<file path="config.mk">
export PLATFORM = sky130hd
export DESIGN_NAME = trigger_debouncer
export DESIGN_NICKNAME = d
export VERILOG_FILES = /design/src/rtl/trigger_debouncer.sv
export SDC_FILE = /design/constraint.sdc
export NUM_CORES = 1
export LEC_CHECK = 0
export CAP_MARGIN = 30
export CORE_MARGIN = 10
export CORE_UTILIZATION = 45
export DETAILED_ROUTE_END_ITERATION = 6
export GPL_ROUTABILITY_DRIVEN = 0
export PLACE_DENSITY = 0.66
export SLEW_MARGIN = 20
export SYNTH_ARGS = -nofsm -noshare
export SYNTH_HDL_FRONTEND = slang
export SYNTH_SLANG_ARGS = --single-unit
</file>
<file path="constraint.sdc">
create_clock -name clk -period 2.5 [get_ports clk]
set_clock_uncertainty 0.15 [all_clocks]
set_input_delay 0.375 -clock clk [delete_from_list [all_inputs] [get_ports clk]]
set_output_delay 0.375 -clock clk [all_outputs]
set_load 0.03 [all_outputs]
</file>
<file path="src/rtl/trigger_debouncer.sv">
// rtl/trigger_debouncer.sv - push-button synchronizer, debouncer and single-cycle trigger generator
//
// Turns a raw, bouncing, asynchronous button into a clean one-cycle trigger
// pulse per accepted press, plus a debounced level.
//
// Optional feature macro: TRIGGER_DEBOUNCER_AUTOREPEAT_EN
//   defined   - while the button stays pressed, trigger re-fires every
//               REPEAT_CYCLES cycles after the press pulse
//   undefined - exactly one trigger per accepted press, no repeat counter
//
// Parameters:
//   DEBOUNCE_CYCLES - consecutive stable cycles needed to accept a press or release (>= 2)
//   REPEAT_CYCLES   - auto-repeat period while held (>= 2), used only with the macro
//
// Ports:
//   clk     in   system clock, rising edge
//   reset   in   synchronous active-low reset
//   btn     in   raw button, asynchronous, active-high
//   trigger out  registered one-cycle pulse per accepted event
//   btn_db  out  registered debounced button level

module trigger_debouncer #(
   parameter int DEBOUNCE_CYCLES = 1_000_000,
   parameter int REPEAT_CYCLES   = 25_000_000
) (
   input  logic clk,
   input  logic reset,
   input  logic btn,
   output logic trigger,
   output logic btn_db
);

   localparam int DB_W = (DEBOUNCE_CYCLES > 2) ? $clog2(DEBOUNCE_CYCLES) : 1;
   localparam logic [DB_W-1:0] DB_LAST = DB_W'(DEBOUNCE_CYCLES - 1);

   if (DEBOUNCE_CYCLES < 2 || REPEAT_CYCLES < 2) begin : g_bad_params
      $error("trigger_debouncer: DEBOUNCE_CYCLES and REPEAT_CYCLES must be >= 2");
   end

   typedef enum logic [1:0] {
      IDLE         = 2'd0,
      WAIT_PRESS   = 2'd1,
      PRESSED      = 2'd2,
      WAIT_RELEASE = 2'd3
   } state_t;

   state_t          state, state_next;
   logic [DB_W-1:0] cnt, cnt_next;
   logic            s1, btn_sync;
   logic            press_evt;
   logic            fire;
   logic            btn_db_next;

   // Two-flop synchronizer; nothing downstream looks at btn or s1.
   always_ff @(posedge clk) begin
      if (!reset) begin
         s1       <= 1'b0;
         btn_sync <= 1'b0;
      end else begin
         s1       <= btn;
         btn_sync <= s1;
      end
   end

   // Every state change clears the debounce counter, so a bounce in either
   // WAIT state forces a fresh full run of stable samples.
   always_comb begin
      state_next = state;
      cnt_next   = cnt;
      press_evt  = 1'b0;
      case (state)
         IDLE: begin
            if (btn_sync) begin
               state_next = WAIT_PRESS;
               cnt_next   = '0;
            end
         end
         WAIT_PRESS: begin
            if (!btn_sync) begin
               state_next = IDLE;
               cnt_next   = '0;
            end else if (cnt == DB_LAST) begin
               state_next = PRESSED;
               cnt_next   = '0;
               press_evt  = 1'b1;
            end else begin
               cnt_next = cnt + 1'b1;
            end
         end
         PRESSED: begin
            if (!btn_sync) begin
               state_next = WAIT_RELEASE;
               cnt_next   = '0;
            end
         end
         WAIT_RELEASE: begin
            if (btn_sync) begin
               // Release bounce: go back to PRESSED without a new press pulse.
               state_next = PRESSED;
               cnt_next   = '0;
            end else if (cnt == DB_LAST) begin
               state_next = IDLE;
               cnt_next   = '0;
            end else begin
               cnt_next = cnt + 1'b1;
            end
         end
         default: begin
            state_next = IDLE;
            cnt_next   = '0;
         end
      endcase
   end

   assign btn_db_next = (state_next == PRESSED) || (state_next == WAIT_RELEASE);

`ifdef TRIGGER_DEBOUNCER_AUTOREPEAT_EN
   localparam int RP_W = (REPEAT_CYCLES > 2) ? $clog2(REPEAT_CYCLES) : 1;
   localparam logic [RP_W-1:0] RP_LAST = RP_W'(REPEAT_CYCLES - 1);

   logic [RP_W-1:0] rcnt, rcnt_next;
   logic            repeat_evt;

   // Counts only while remaining in PRESSED; any entry into PRESSED (from
   // WAIT_PRESS or a release bounce) and every other state leaves it at 0.
   always_comb begin
      rcnt_next  = '0;
      repeat_evt = 1'b0;
      if (state == PRESSED && state_next == PRESSED) begin
         if (rcnt == RP_LAST) begin
            repeat_evt = 1'b1;
         end else begin
            rcnt_next = rcnt + 1'b1;
         end
      end
   end

   always_ff @(posedge clk) begin
      if (!reset) begin
         rcnt <= '0;
      end else begin
         rcnt <= rcnt_next;
      end
   end

   assign fire = press_evt | repeat_evt;
`else
   assign fire = press_evt;
`endif

   always_ff @(posedge clk) begin
      if (!reset) begin
         state   <= IDLE;
         cnt     <= '0;
         trigger <= 1'b0;
         btn_db  <= 1'b0;
      end else begin
         state   <= state_next;
         cnt     <= cnt_next;
         trigger <= fire;
         btn_db  <= btn_db_next;
      end
   end

endmodule

</file>
==> results_dict.tcl <==
set metrics [dict create \
    cp_num_cells 6 \
    grt_first_pass_wirelength_um 4500 \
    synth_async_sr_flop_share_pct 0 \
    r2r_setup_slack_ps 280 \
    layout_min_cycle_time_ps 2220 \
    grt_start_max_net_pins 17 \
    n_antenna_cell 0 \
    synth_area_per_cell_um2 8.10 \
    start_util_pct 47.3 \
    static-leakage-power_nw 0.501 \
    synth-warning-count 0 \
    hpwlAfterDp_um 1940 \
    timing.critical_path.to_type "flop" \
    crit_family "simple AND/OR/NAND/NOR gates" \
    grt_util_met2_pct 14.2 \
    ys.flop_type "sky130_fd_sc_hd__dfxtp_1" \
    post-route-drc-count 0 \
    post_route_cells_drive_above_1_share_pct 14.0 \
    criticalPathCategory "flop to flop" \
    place_area_um2 1410 \
    yosys.area_share.xor_xnor_pct 2.02 \
    grt-ovfl-total 0 \
    measured_slew_at_the_worst_slew_check_pin_ps 412 \
    pnr_total_power_w 0.000617 \
    timing_hold_violations_final 0 \
    fin_crit_sh_pct 88.9 \
    yosysTopAreaCell "sky130_fd_sc_hd__dfxtp_1" \
    worstSkewPairLatency_ps 320 \
    post_cts.repair.setup_buffers 0 \
    synthDistinctLibCells 36 \
    syn_area_um2 1300 \
    cts_buffers 3 \
    via_density_per_instance 5.61 \
    synthesized_area_fraction_occupied_by_ao_oa_aoi_and_oai_cells_pct 12.4 \
    crit_path_start "cnt[10]" \
    muxShareOfSynthArea_pct 1.54 \
    ir_worst_vdd_uv 301 \
    tritoncts_clock_tree "built" \
    setup_viol 0 \
    r2r.worst_path.cells 6 \
    largest_family_of_logic_cells_by_synthesized_area "simple AND/OR/NAND/NOR gates" \
    fp.dieArea_um2 5450 \
    vias 1138 \
    cts_num_sinks 26 \
    synth_top_area_share_pct 39.9 \
    netlist_instances 161 \
    finish.instance_area_um2 1430 \
    routedWlPerCell_um 13.0 \
    worstPathMaxFanout 13 \
    detail_route.first_pass.iterations 4 \
    simple_gate_share_of_the_synthesized_area_pct 39.9 \
    crit_end "cnt[19]" \
    first_global_vias 981 \
    cts.repair.resized 0 \
    worst_hold_path_type "flop to flop" \
    cts_root_buf "sky130_fd_sc_hd__clkbuf_4" \
    grt_use_met3_pct 2.42 \
    groute.layer.met1.usage_pct 14.6 \
    post_synth_main_area_contributors "sky130_fd_sc_hd__dfxtp_1 (40%), sky130_fd_sc_hd__nand3_1 (10%), sky130_fd_sc_hd__nand2_1 (7.2%), sky130_fd_sc_hd__or3_2 (3.5%), sky130_fd_sc_hd__a21oi_1 (3.1%)" \
    critical_path.reg2reg.endpoint "cnt[19]" \
    cp_num_buf_inv 1 \
    critPathLaunchType "flop" \
    critPathRequiredTime_ps 2570 \
    post_synth_fa_ha_maj_area_fraction_pct 0.960 \
    number_of_antenna_violations_at_the_first_check_in_global_routing 0 \
    gr-usage-all-layers_pct 10.2 \
    setup_tns_ps 0 \
    timing.max_slew.rel_slack_pct 72.3 \
    seq_area_frac_synth_pct 39.9 \
    dp_slack_ps 296 \
    cells_along_the_critical_path "or4_4 > or4_4 > o211ai_2 > buf_4 > or4_2 > nand3_1" \
    critPathMaxStageDelay_ps 550 \
    power_density_nw_per_um2 430 \
    synth_enable_flop_cells 0 \
    outcome "complete, no violations" \
    global_route.peak_usage_layer "met1" \
    rsz0062_at_grt "no" \
    path_common_cell "sky130_fd_sc_hd__or4_4" \
    cpMaxStageDelayCell "sky130_fd_sc_hd__or4_4" \
    io-pin-count 5 \
    syn-num-nets 165 \
    max_cap_viols 0 \
    dieHeight_um 73.8 \
    fmax_mhz 450 \
    cts.htree.levels 1 \
    fp-row-count 19 \
    number_of_storage_elements_in_the_synthesis_netlist 26 \
    critPathArrivalTime_ps 2290 \
    fp.coreArea_um2 2760 \
    worst_setup_hold_path_clk_slew_ps 130 \
    wirelength_routed_um 2630 \
    final_nets 178 \
    postCtsHoldBufs 0 \
    cts_max_path_buffers 2 \
    route.antenna.remaining_nets 0 \
    max_slew_violation_count 0 \
    portBuffers 4 \
    area.growth.synth_to_final_pct 9.98 \
    n_fill_cell 262 \
    start_of_the_worst_register_to_register_path "cnt[10]" \
    drt_iter0_markers 85 \
    dieWidth_um 73.8 \
    post-route-worst-setup-slack_ps 277 \
]
worst register-to-register path, stage by stage, from the launching register on:
cell	delay, ps
sky130_fd_sc_hd__dfxtp_1	380
sky130_fd_sc_hd__or4_4	550
sky130_fd_sc_hd__or4_4	510
sky130_fd_sc_hd__o211ai_2	150
sky130_fd_sc_hd__buf_4	190
sky130_fd_sc_hd__or4_2	130
sky130_fd_sc_hd__nand3_1	60
how the worst min path moves through the flow:
| stage | start | endpoint | slack [ps] | cells after the start |
|---|---|---|---|---|
| global route | s1 | btn_sync | 330 | 1 |
| CTS | s1 | btn_sync | 300 | 1 |
| global placement | s1 | btn_sync | 260 | 1 |
| detailed placement | s1 | btn_sync | 270 | 1 |
| floorplan | s1 | btn_sync | 260 | 1 |
| finish | s1 | btn_sync | 300 | 1 |
Yosys cell counts (2+ instances only):
cell	count
sky130_fd_sc_hd__or3_1	2
sky130_fd_sc_hd__nand3_1	27
sky130_fd_sc_hd__or4_4	2
sky130_fd_sc_hd__nor2_1	8
sky130_fd_sc_hd__and2_1	3
sky130_fd_sc_hd__nor3_1	6
sky130_fd_sc_hd__nand4_1	2
sky130_fd_sc_hd__and3_1	4
sky130_fd_sc_hd__a21oi_1	8
sky130_fd_sc_hd__nor4_1	3
sky130_fd_sc_hd__o211ai_1	2
sky130_fd_sc_hd__xor2_1	2
sky130_fd_sc_hd__dfxtp_1	26
sky130_fd_sc_hd__o21a_1	3
sky130_fd_sc_hd__nand2_1	25
sky130_fd_sc_hd__nor4b_1	3
sky130_fd_sc_hd__inv_1	3
sky130_fd_sc_hd__o21ai_0	6
sky130_fd_sc_hd__buf_6	2
sky130_fd_sc_hd__or3_2	6
sky130_fd_sc_hd__a21o_1	2
sky130_fd_sc_hd__mux2i_1	2
per-layer routing:
layer	share of wire [%]	up-vias
li1	-	610
met1	54	518
met2	43	8
met4	0.65	0
met3	2.5	2
met5	0	-
state kept, by name, indices dropped and copies added (netlist names):
| register | cells |
|---|---|
| cnt | 20 |
| state | 2 |
| btn_db | 1 |
| btn_sync | 1 |
| s1 | 1 |
| trigger | 1 |
power by group:
group	leakage (nW)	internal [W]	switching (W)	total [W]
sequential	0.210	0.000416	0.00000137	0.000418
clock	0.0138	0.0000565	0.000118	0.000174
combinational	0.277	0.0000101	0.0000148	0.0000249
logic make-up (layout without fill, tap and decap cells):
logic type	Yosys count	in the layout
buffers and inverters	7	18
and+or+nand+nor	97	97
muxes	2	2
DFF	26	26
AOI/OAI and AO/OA	25	25
adders and majority gates	1	1
xor gates and xnor gates	3	3
cells in the final DEF (no fill, tap or decap), types with 3 or more instances in the layout:
| cell | count |
|---|---|
| sky130_fd_sc_hd__nand3_1 | 27 |
| sky130_fd_sc_hd__nor4_1 | 3 |
| sky130_fd_sc_hd__or3_2 | 6 |
| sky130_fd_sc_hd__a21oi_1 | 8 |
| sky130_fd_sc_hd__nor4b_1 | 3 |
| sky130_fd_sc_hd__dfxtp_1 | 26 |
| sky130_fd_sc_hd__and2_1 | 3 |
| sky130_fd_sc_hd__and3_1 | 4 |
| sky130_fd_sc_hd__clkbuf_4 | 3 |
| sky130_fd_sc_hd__o21ai_0 | 6 |
| sky130_fd_sc_hd__buf_4 | 8 |
| sky130_fd_sc_hd__inv_1 | 3 |
| sky130_fd_sc_hd__nor2_1 | 8 |
| sky130_fd_sc_hd__nand2_1 | 25 |
| sky130_fd_sc_hd__clkdlybuf4s50_1 | 4 |
| sky130_fd_sc_hd__o21a_1 | 3 |
| sky130_fd_sc_hd__nor3_1 | 6 |
through the flow:
stage / utilization [%] / hold slack, ps / cells
after floorplan: - / 262 / 161
after global placement: 51.2 / 264 / 200
after detailed placement: 51.2 / 270 / 200
after CTS: 52.0 / 301 / 203
after global routing: 52.0 / 327 / 203
final: 52.0 / 299 / 203
cell type report:
class                      count  area [um2]  area share [%]
tap                           31        38.8            2.71
multi-input combinational    128         741            51.7
timing repair buffer          12         100            6.98
inverter                       3        11.3           0.785
clock buffer                   3        22.5            1.57
sequential                    26         520            36.3
Note: power is estimated with default switching activity, not from simulation.
